<file path="src/rtl/load_store_unit.sv">
// load_store_unit: multi-cycle byte-addressed load/store front end for a
// word-addressed data memory. Sub-word stores use read-modify-write; loads
// extract and sign/zero-extend by byte offset. One request in flight.
module load_store_unit #(
  parameter int unsigned ADDR_W = 6
) (
  input  logic              clk,
  input  logic              rst_n,
  input  logic              req,
  input  logic              is_store,
  input  logic [2:0]        funct3,
  input  logic [31:0]       addr,
  input  logic [31:0]       wdata,
  output logic              busy,
  output logic              done,
  output logic              err,
  output logic [31:0]       rdata,
  output logic              mem_read,
  output logic              mem_write,
  output logic [2:0]        mem_funct3,
  output logic [ADDR_W-1:0] mem_addr,
  output logic [31:0]       mem_wdata,
  input  logic [31:0]       mem_rdata
);

  localparam int unsigned DATA_W = 32;

  localparam logic [2:0] S_IDLE   = 3'd0;
  localparam logic [2:0] S_LOAD   = 3'd1;
  localparam logic [2:0] S_RMW_RD = 3'd2;
  localparam logic [2:0] S_WRITE  = 3'd3;
  localparam logic [2:0] S_RESP   = 3'd4;

  logic [2:0]        state, next_state;
  logic [2:0]        funct3_q, next_funct3_q;
  logic [1:0]        off_q, next_off_q;
  logic [15:0]       wdata_q, next_wdata_q;

  logic              next_busy, next_done, next_err;
  logic              next_mem_read, next_mem_write;
  logic [31:0]       next_rdata, next_mem_wdata;
  logic [ADDR_W-1:0] next_mem_addr;

  logic [1:0]        size;
  logic              legal, misaligned;
  logic [4:0]        lane_sh, half_sh;
  logic [7:0]        byte_v;
  logic [15:0]       half_v;
  logic [31:0]       load_val, merged_sb, merged_sh, byte_mask, half_mask;

  // Byte-address bits above the memory window alias and are dropped.
  logic unused_addr_bits;
  assign unused_addr_bits = ^addr[31:ADDR_W+2];

  // Word access only toward memory.
  assign mem_funct3 = 3'b010;

  // Request decode: funct3 legality and natural alignment.
  always_comb begin
    size       = funct3[1:0];
    legal      = 1'b0;
    misaligned = 1'b0;
    if (is_store) legal = (funct3[2] == 1'b0) && (size != 2'b11);
    else          legal = (size != 2'b11) && !(funct3[2] && size == 2'b10);
    if (size == 2'b01 && addr[0])          misaligned = 1'b1;
    if (size == 2'b10 && addr[1:0] != 2'b00) misaligned = 1'b1;
  end

  // Lane extraction for loads and lane merge for sub-word stores.
  always_comb begin
    lane_sh   = {off_q, 3'b000};
    half_sh   = {off_q[1], 4'b0000};
    byte_v    = 8'(mem_rdata >> lane_sh);
    half_v    = 16'(mem_rdata >> half_sh);
    byte_mask = DATA_W'(32'h0000_00FF) << lane_sh;
    half_mask = DATA_W'(32'h0000_FFFF) << half_sh;
    merged_sb = (mem_rdata & ~byte_mask) | (DATA_W'(wdata_q[7:0]) << lane_sh);
    merged_sh = (mem_rdata & ~half_mask) | (DATA_W'(wdata_q) << half_sh);
    case (funct3_q)
      3'b000:  load_val = {{24{byte_v[7]}}, byte_v};
      3'b100:  load_val = {24'd0, byte_v};
      3'b001:  load_val = {{16{half_v[15]}}, half_v};
      3'b101:  load_val = {16'd0, half_v};
      default: load_val = mem_rdata;
    endcase
  end

  // Next-state and next-output logic.
  always_comb begin
    next_state     = state;
    next_funct3_q  = funct3_q;
    next_off_q     = off_q;
    next_wdata_q   = wdata_q;
    next_err       = err;
    next_rdata     = rdata;
    next_mem_addr  = mem_addr;
    next_mem_wdata = mem_wdata;
    case (state)
      S_IDLE: begin
        if (req) begin
          next_funct3_q = funct3;
          next_off_q    = addr[1:0];
          next_wdata_q  = wdata[15:0];
          next_mem_addr = addr[ADDR_W+1:2];
          next_err      = 1'b0;
          next_rdata    = 32'd0;
          if (!legal || misaligned) begin
            next_err   = 1'b1;
            next_state = S_RESP;
          end else if (!is_store) begin
            next_state = S_LOAD;
          end else if (size == 2'b10) begin
            next_mem_wdata = wdata;
            next_state     = S_WRITE;
          end else begin
            next_state = S_RMW_RD;
          end
        end
      end
      S_LOAD: begin
        next_rdata = load_val;
        next_state = S_RESP;
      end
      S_RMW_RD: begin
        next_mem_wdata = funct3_q[0] ? merged_sh : merged_sb;
        next_state     = S_WRITE;
      end
      S_WRITE: next_state = S_RESP;
      S_RESP:  next_state = S_IDLE;
      default: next_state = S_IDLE;
    endcase
    next_busy      = (next_state != S_IDLE);
    next_done      = (next_state == S_RESP);
    next_mem_read  = (next_state == S_LOAD) || (next_state == S_RMW_RD);
    next_mem_write = (next_state == S_WRITE);
  end

  // State and registered outputs; reset aborts any access immediately.
  always_ff @(posedge clk or negedge rst_n) begin
    if (!rst_n) begin
      state     <= S_IDLE;
      funct3_q  <= 3'd0;
      off_q     <= 2'd0;
      wdata_q   <= 16'd0;
      busy      <= 1'b0;
      done      <= 1'b0;
      err       <= 1'b0;
      rdata     <= 32'd0;
      mem_read  <= 1'b0;
      mem_write <= 1'b0;
      mem_addr  <= '0;
      mem_wdata <= 32'd0;
    end else begin
      state     <= next_state;
      funct3_q  <= next_funct3_q;
      off_q     <= next_off_q;
      wdata_q   <= next_wdata_q;
      busy      <= next_busy;
      done      <= next_done;
      err       <= next_err;
      rdata     <= next_rdata;
      mem_read  <= next_mem_read;
      mem_write <= next_mem_write;
      mem_addr  <= next_mem_addr;
      mem_wdata <= next_mem_wdata;
    end
  end

endmodule

</file>
<file path="config.mk">
export PLATFORM = sky130hd
export DESIGN_NAME = load_store_unit
export DESIGN_NICKNAME = d
export VERILOG_FILES = /design/src/rtl/load_store_unit.sv
export SDC_FILE = /design/constraint.sdc
export NUM_CORES = 1
export LEC_CHECK = 0
export BUFFER_PORTS_ARGS = -buffer_cell sky130_fd_sc_hd__buf_2
export CELL_PAD_IN_SITES_DETAIL_PLACEMENT = 0
export CELL_PAD_IN_SITES_GLOBAL_PLACEMENT = 1
export CORE_ASPECT_RATIO = 0.8
export CORE_MARGIN = 4
export CORE_UTILIZATION = 35
export DETAILED_ROUTE_END_ITERATION = 16
export PLACE_DENSITY = 0.86
export SETUP_SLACK_MARGIN = 0.5
export SLEW_MARGIN = 10
export SYNTH_ARGS = -nofsm -noshare
export SYNTH_HDL_FRONTEND = slang
export SYNTH_SLANG_ARGS = --single-unit
</file>
<file path="constraint.sdc">
create_clock -name clk -period 2.2 [get_ports clk]
set_clock_uncertainty 0.2 [all_clocks]
set_input_delay 0.22 -clock clk [delete_from_list [all_inputs] [get_ports clk]]
set_output_delay 0.22 -clock clk [all_outputs]
set_load 0.02 [all_outputs]
</file>
Word-level counts from Yosys, hierarchy flattened

Cells that the tools add are included.

Reductions and logical operators: 19
Add/subtract/negate cells: 0
Bitwise gates (word level): 7
Order comparisons: 0
$mul: 0
Multiplexer cells: 18
Shifts and indexed selects: 6
Div/mod/pow operators: 0
Equality and inequality tests: 17

Operators with widths:

| kind                    | count |
|---|---|
| $mux W32                | 6 |
| $pmux W32 S2            | 2 |
| $pmux W32 S4            | 1 |
| $and A32 B32 Y32        | 2 |
| $not A32 Y32            | 2 |
| $or A32 B32 Y32         | 2 |
| $shl A16 B5 Y32         | 1 |
| $shl A16 B5 Y32 const A | 1 |
| $shl A8 B5 Y32          | 1 |
| $shl A8 B5 Y32 const A  | 1 |
| $shr A32 B5 Y16         | 1 |
| $shr A32 B5 Y8          | 1 |
| $eq A3 B2 Y1 const B    | 4 |
| $ne A2 B2 Y1 const B    | 5 |
| $eq A3 B1 Y1 const B    | 3 |
| $eq A3 B3 Y1 const B    | 3 |
| $pmux W3 S3             | 1 |
| $logic_not A3 Y1        | 2 |
| $mux W3                 | 2 |
| $reduce_bool A2 Y1      | 3 |
| $logic_and A1 B1 Y1     | 5 |
| $mux W1                 | 5 |
| $reduce_and A5 Y1       | 1 |
| $reduce_and A2 Y1       | 2 |
| 8 further kinds         | 10 |

Latch bits: 0
Bits in read-only memories: 0
RAM bits: 0
Logic and storage cells: 79
Input port bits: 103
Bits in registers: 99
Output and inout port bits: 78
Memories: 0

Logic depth before layout (Yosys ltp)

Depth after elaboration: 12
Gate-level depth with buffers: 7
Gate-level depth less buffers: 4

Worst setup path after synthesis

No wires, ideal clock.

Kind: reg2reg
Start: register state[2]
End: register mem_wdata[10]
Setup slack: 0.035 ns
Library setup time: 0.125 ns
Data arrival time: 1.840 ns
Clock period less this slack: 2.165 ns
Cell stages (with the launch flop): 8
Data required time: 1.875 ns
Buffers on the path: 3
Cells stage by stage: dfrtp_1 > buf_2 > nor4b_4 > a21boi_4 > a41o_1 > buf_6 > buf_12 > mux2_4

Longest elaborated chain between the ends: 3
Elaborated cells between the ends (all ways): 9
Classes of those cells: eq/ne: 5; mux: 1; reduce/logical: 3

Ends and longest elaborated chain:

| what                                                         | line | text |
|---|---|---|
| from (decl)                                                  | 34   | `logic [2:0] state, next_state;` |
| from (signal assigned)                                       | 154  | `state <= next_state;` |
| $eq A3 B2 Y1 or $logic_not A3 Y1 (tied branches)             | 98   | `case (state)` |
| $reduce_bool A2 Y1 (no line) or $ne A2 B2 Y1 (tied branches) | -    |  |
| $reduce_and A5 Y1 (no line)                                  | -    |  |
| to (signal assigned)                                         | 165  | `mem_wdata <= next_mem_wdata;` |
| to (decl)                                                    | 22   | `output logic [31:0] mem_wdata,` |

Parallel ways exist; a longest one is shown, timed or not.
A chain may end at the register's enable or synchronous reset.

Worst setup path in the final report

Start: register state[1]
End: register mem_wdata[3]

Same word-level chain as after synthesis.

==> summary.txt <==
Global routing
  – Vias in the first global route: between 5,000 and 6,000
  – GRT Max-Usage Layer: met2
  – Met1 GRT Util: 0.2730
  – Largest net degree at the start of global routing: between 40 and 50
  – Global Route Usage Sum: 0.2061
  – First-pass GRT wire length: 28,660 um
  – M2 GR Usage: 0.3279
  – Initial antenna violation count: 2
  – GRT overflow: 0
  – Met3 GRT Util: 0.05957

STA
  – Crit share post-route: 0.9632
  – Relative max-transition margin: 0.6089
  – Slew @ Worst Pin: a little under 0.6 ns
  – Final Slew Violations: 0
  – Final setup viols: 0
  – FMAX: between 400 and 500 MHz
  – Tmin final: around 2.1 ns
  – Final Hold Violating Endpoints: 0
  – RSZ-0062 raised after global routing: true
  – Setup TNS: 0 ns

Route
  – 1st-iter DRT viols: roughly 470
  – Number of vias per cell: around 5.5
  – DRT Pass-1 Iters: 5
  – Final wirelength: approximately 19,000 um
  – DR WL/cell: ~21 um
  – ANT nets after route: 0
  – Vias: 5,013
  – Residual DRC: 0

Power and ir drop
  – Pleak: around 3.8 nW
  – Pwr dens: 1537 mW/mm2
  – Maximum VDD drop: around 660 uV
  – Overall Power: ~0.012 W

Clock tree
  – Clock root buffer: clkbuf_16
  – # clock sinks: just under 100
  – Max Root-Sink Buffers: 2
  – # H-tree levels: 3
  – Clk_lat worst skew: 0.35 ns
  – CTS tree: done
  – Clock buffers created by TritonCTS: 9
  – Clock slew at reported path FFs: ~0.070 ns

Setup path
  – CP Launch Type: flip-flop
  – Critical path fanouts, max: 16
  – Flop-to-flop setup slack: 0.08 ns
  – Worst R2R Path Depth: 5
  – Worst r2r dst: mem_wdata[3]
  – WP data arrival: ~2.2 ns
  – CP Data Required Time: between 2 and 2.5 ns
  – RR Startpoint: state[1]
  – Kind of critical path: flip-flop to flip-flop
  – CP Capture Type: flip-flop

Logic synthesis
  – #FFs+latches synth: 99
  – Largest area contributor in the netlist: dfrtp_1
  – Mean Syn Cell Area: approximately 11 um2
  – Synth warn: 0
  – Area contributors post-synth: dfrtp_1, mux2_4, mux2_2, a22o_1, a221o_1
  – Synth Flop Type: dfrtp_1
  – Synth async-reset ratio: 1.000
  – Sequential fraction of the synthesis area: 0.4497
  – Synthesized cell area: 0.005509 mm2
  – EDFF count, synth: 0
  – Netlist cell types: 42
  – Top cell type's share of synthesized area: 0.4497
  – Mapped Cells: between 400 and 500

Die
  – Core area: 0.01521 mm2
  – Die ar.: 0.01782 mm2
  – Die H: approximately 120 um
  – I/O pin count: about 180
  – # rows: 40
  – Die Wd: ~150 um
  – Initial Utilization: 0.3621

Placed design
  – Dpl hpwl: around 13,000 um
  – Routability cong.: about 0.85
  – Placed cells: between 800 and 900
  – Port bufs: between 150 and 200

Layout
  – Layout Cells excl Fill: 916
  – Layout cell share with drive strength beyond 1: 0.4440
  – Nets: between 800 and 900
  – Area grow syn2layout: 43.72%
  – Post-Route Utilization: 0.5204

Outcome
  – Status: finished, final reports clean

Run
  – Max cap viols: 0

Hold path
  – Hold path cells: 2
  – Hold Path Sink: rdata[28]
  – HP Start: mem_rdata[28]
  – Hold Path Class: input port to flip-flop
-- critical path, stage by stage, from the launching register on --
cell      delay, ns
dfrtp_2        0.43
nor4b_4        0.33
a21boi_4       0.24
a41o_4         0.27
buf_12         0.18
mux2_2         0.34
-- cell usage after synthesis, types with 2 or more instances --
cell type and number:
and3_1 9, o22ai_1 7, a31oi_1 17, buf_12 3, nand3_1 17, buf_4 4, mux2_4 29, clkbuf_1 33
buf_2 7, a22o_1 23, nand2b_1 19, a32o_1 8, nand2_1 30, mux2_2 38, a211o_1 16, conb_1 2
inv_1 6, o311a_1 7, o21ai_0 19, dfrtp_1 99, buf_1 2, nor2_1 19, and3b_1 8, mux2i_1 16
a221o_1 18, a21oi_1 18
-- worst max-delay path by stage --
stage	slack (ns)	start	to	depth (start not counted)
after CTS	0.13	state[2]	mem_wdata[3]	5
after global routing	0.03	state[1]	mem_wdata[4]	5
after global placement	0.02	off_q[1]	rdata[22]	4
after detailed placement	-0.07	off_q[1]	rdata[19]	4
final	0.08	state[1]	mem_wdata[3]	5
after floorplan	0.10	state[0]	mem_wdata[10]	6
-- metal layers --
metal / vias to the layer above / wire (um)
met5: - / 7
met3: 35 / 1594
li1: 2259 / -
met1: 2478 / 8277
met4: 2 / 435
met2: 239 / 8920
-- report_power, final --
group / internal, W / total (W) / switching [W]
combinational: 0.00358 / 0.00725 / 0.00367
clock: 0.000826 / 0.00153 / 0.000706
sequential: 0.00268 / 0.00339 / 0.000711
-- logic make-up after synthesis --
kind of cell,synth area share
AO/OA/AOI/OAI,0.1962
multiplexers,0.1899
other,0.001363
AND/OR/NAND/NOR,0.1102
buffers and inverters,0.05269
flip-flops,0.4497
-- layout by cell type, fill, tap and decap left out, drive strengths merged, types with 2 or more instances in the layout --
master       netlist  routed
nand2             30      30
a22o              23      23
a21oi             19      19
dfrtp             99      99
mux2i             16      16
nand3             17      17
a211o             16      16
clkinv             0       2
clkbuf            33      13
o21ai             19      19
nand2b            19      19
and3               9       9
dlygate4sd3        0      41
mux2              67      67
buf               17     202
o311a              7       7
conb               2       3
and3b              8       8
a31oi             17      17
a221o             18      18
nor2              19      22
inv                6       6
a32o               8       8
o22ai              7       7
clkinvlp           0       2
-- repair_timing --
action	in CTS	in global routing
gates resized for setup	49	32
setup endpoints to repair	96	97
pin swaps	8	18
hold endpoints to repair	80	0
gates cloned	7	3
buffers inserted	17	6
hold buffers	41	0
-- cell type report --
| type | count | area [um2] |
|---|---|---|
| fill | 1350 | 7297 |
| clock inverter | 4 | 25.02 |
| tap | 210 | 262.8 |
| multi-input combinational | 339 | 2994 |
| timing repair buffer | 245 | 1873 |
| antenna | 1 | 2.502 |
| inverter | 6 | 22.52 |
| sequential | 99 | 2481 |
| clock buffer | 12 | 256.5 |
-- through the flow --
step	instance area [um2]	worst slack, ns	hold slack, ns
detailed placement	6518	-0.06565	0.05930
global placement	6518	0.02059	0.04909
global route	7918	0.03308	0.007100
finish	7918	0.08100	0.01378
CTS	7706	0.1279	0.0001741
floorplan	5550	0.1043	-0.2756
-- registers in the layout (all words and copies together) (netlist names) --
| name | flops |
|---|---|
| mem_wdata | 32 |
| rdata | 32 |
| wdata_q | 16 |
| mem_addr | 6 |
| funct3_q | 3 |
| state | 3 |
| off_q | 2 |
| busy | 1 |
| done | 1 |
| err | 1 |
| mem_read | 1 |
| mem_write | 1 |
(Power assumes the default switching activity.)
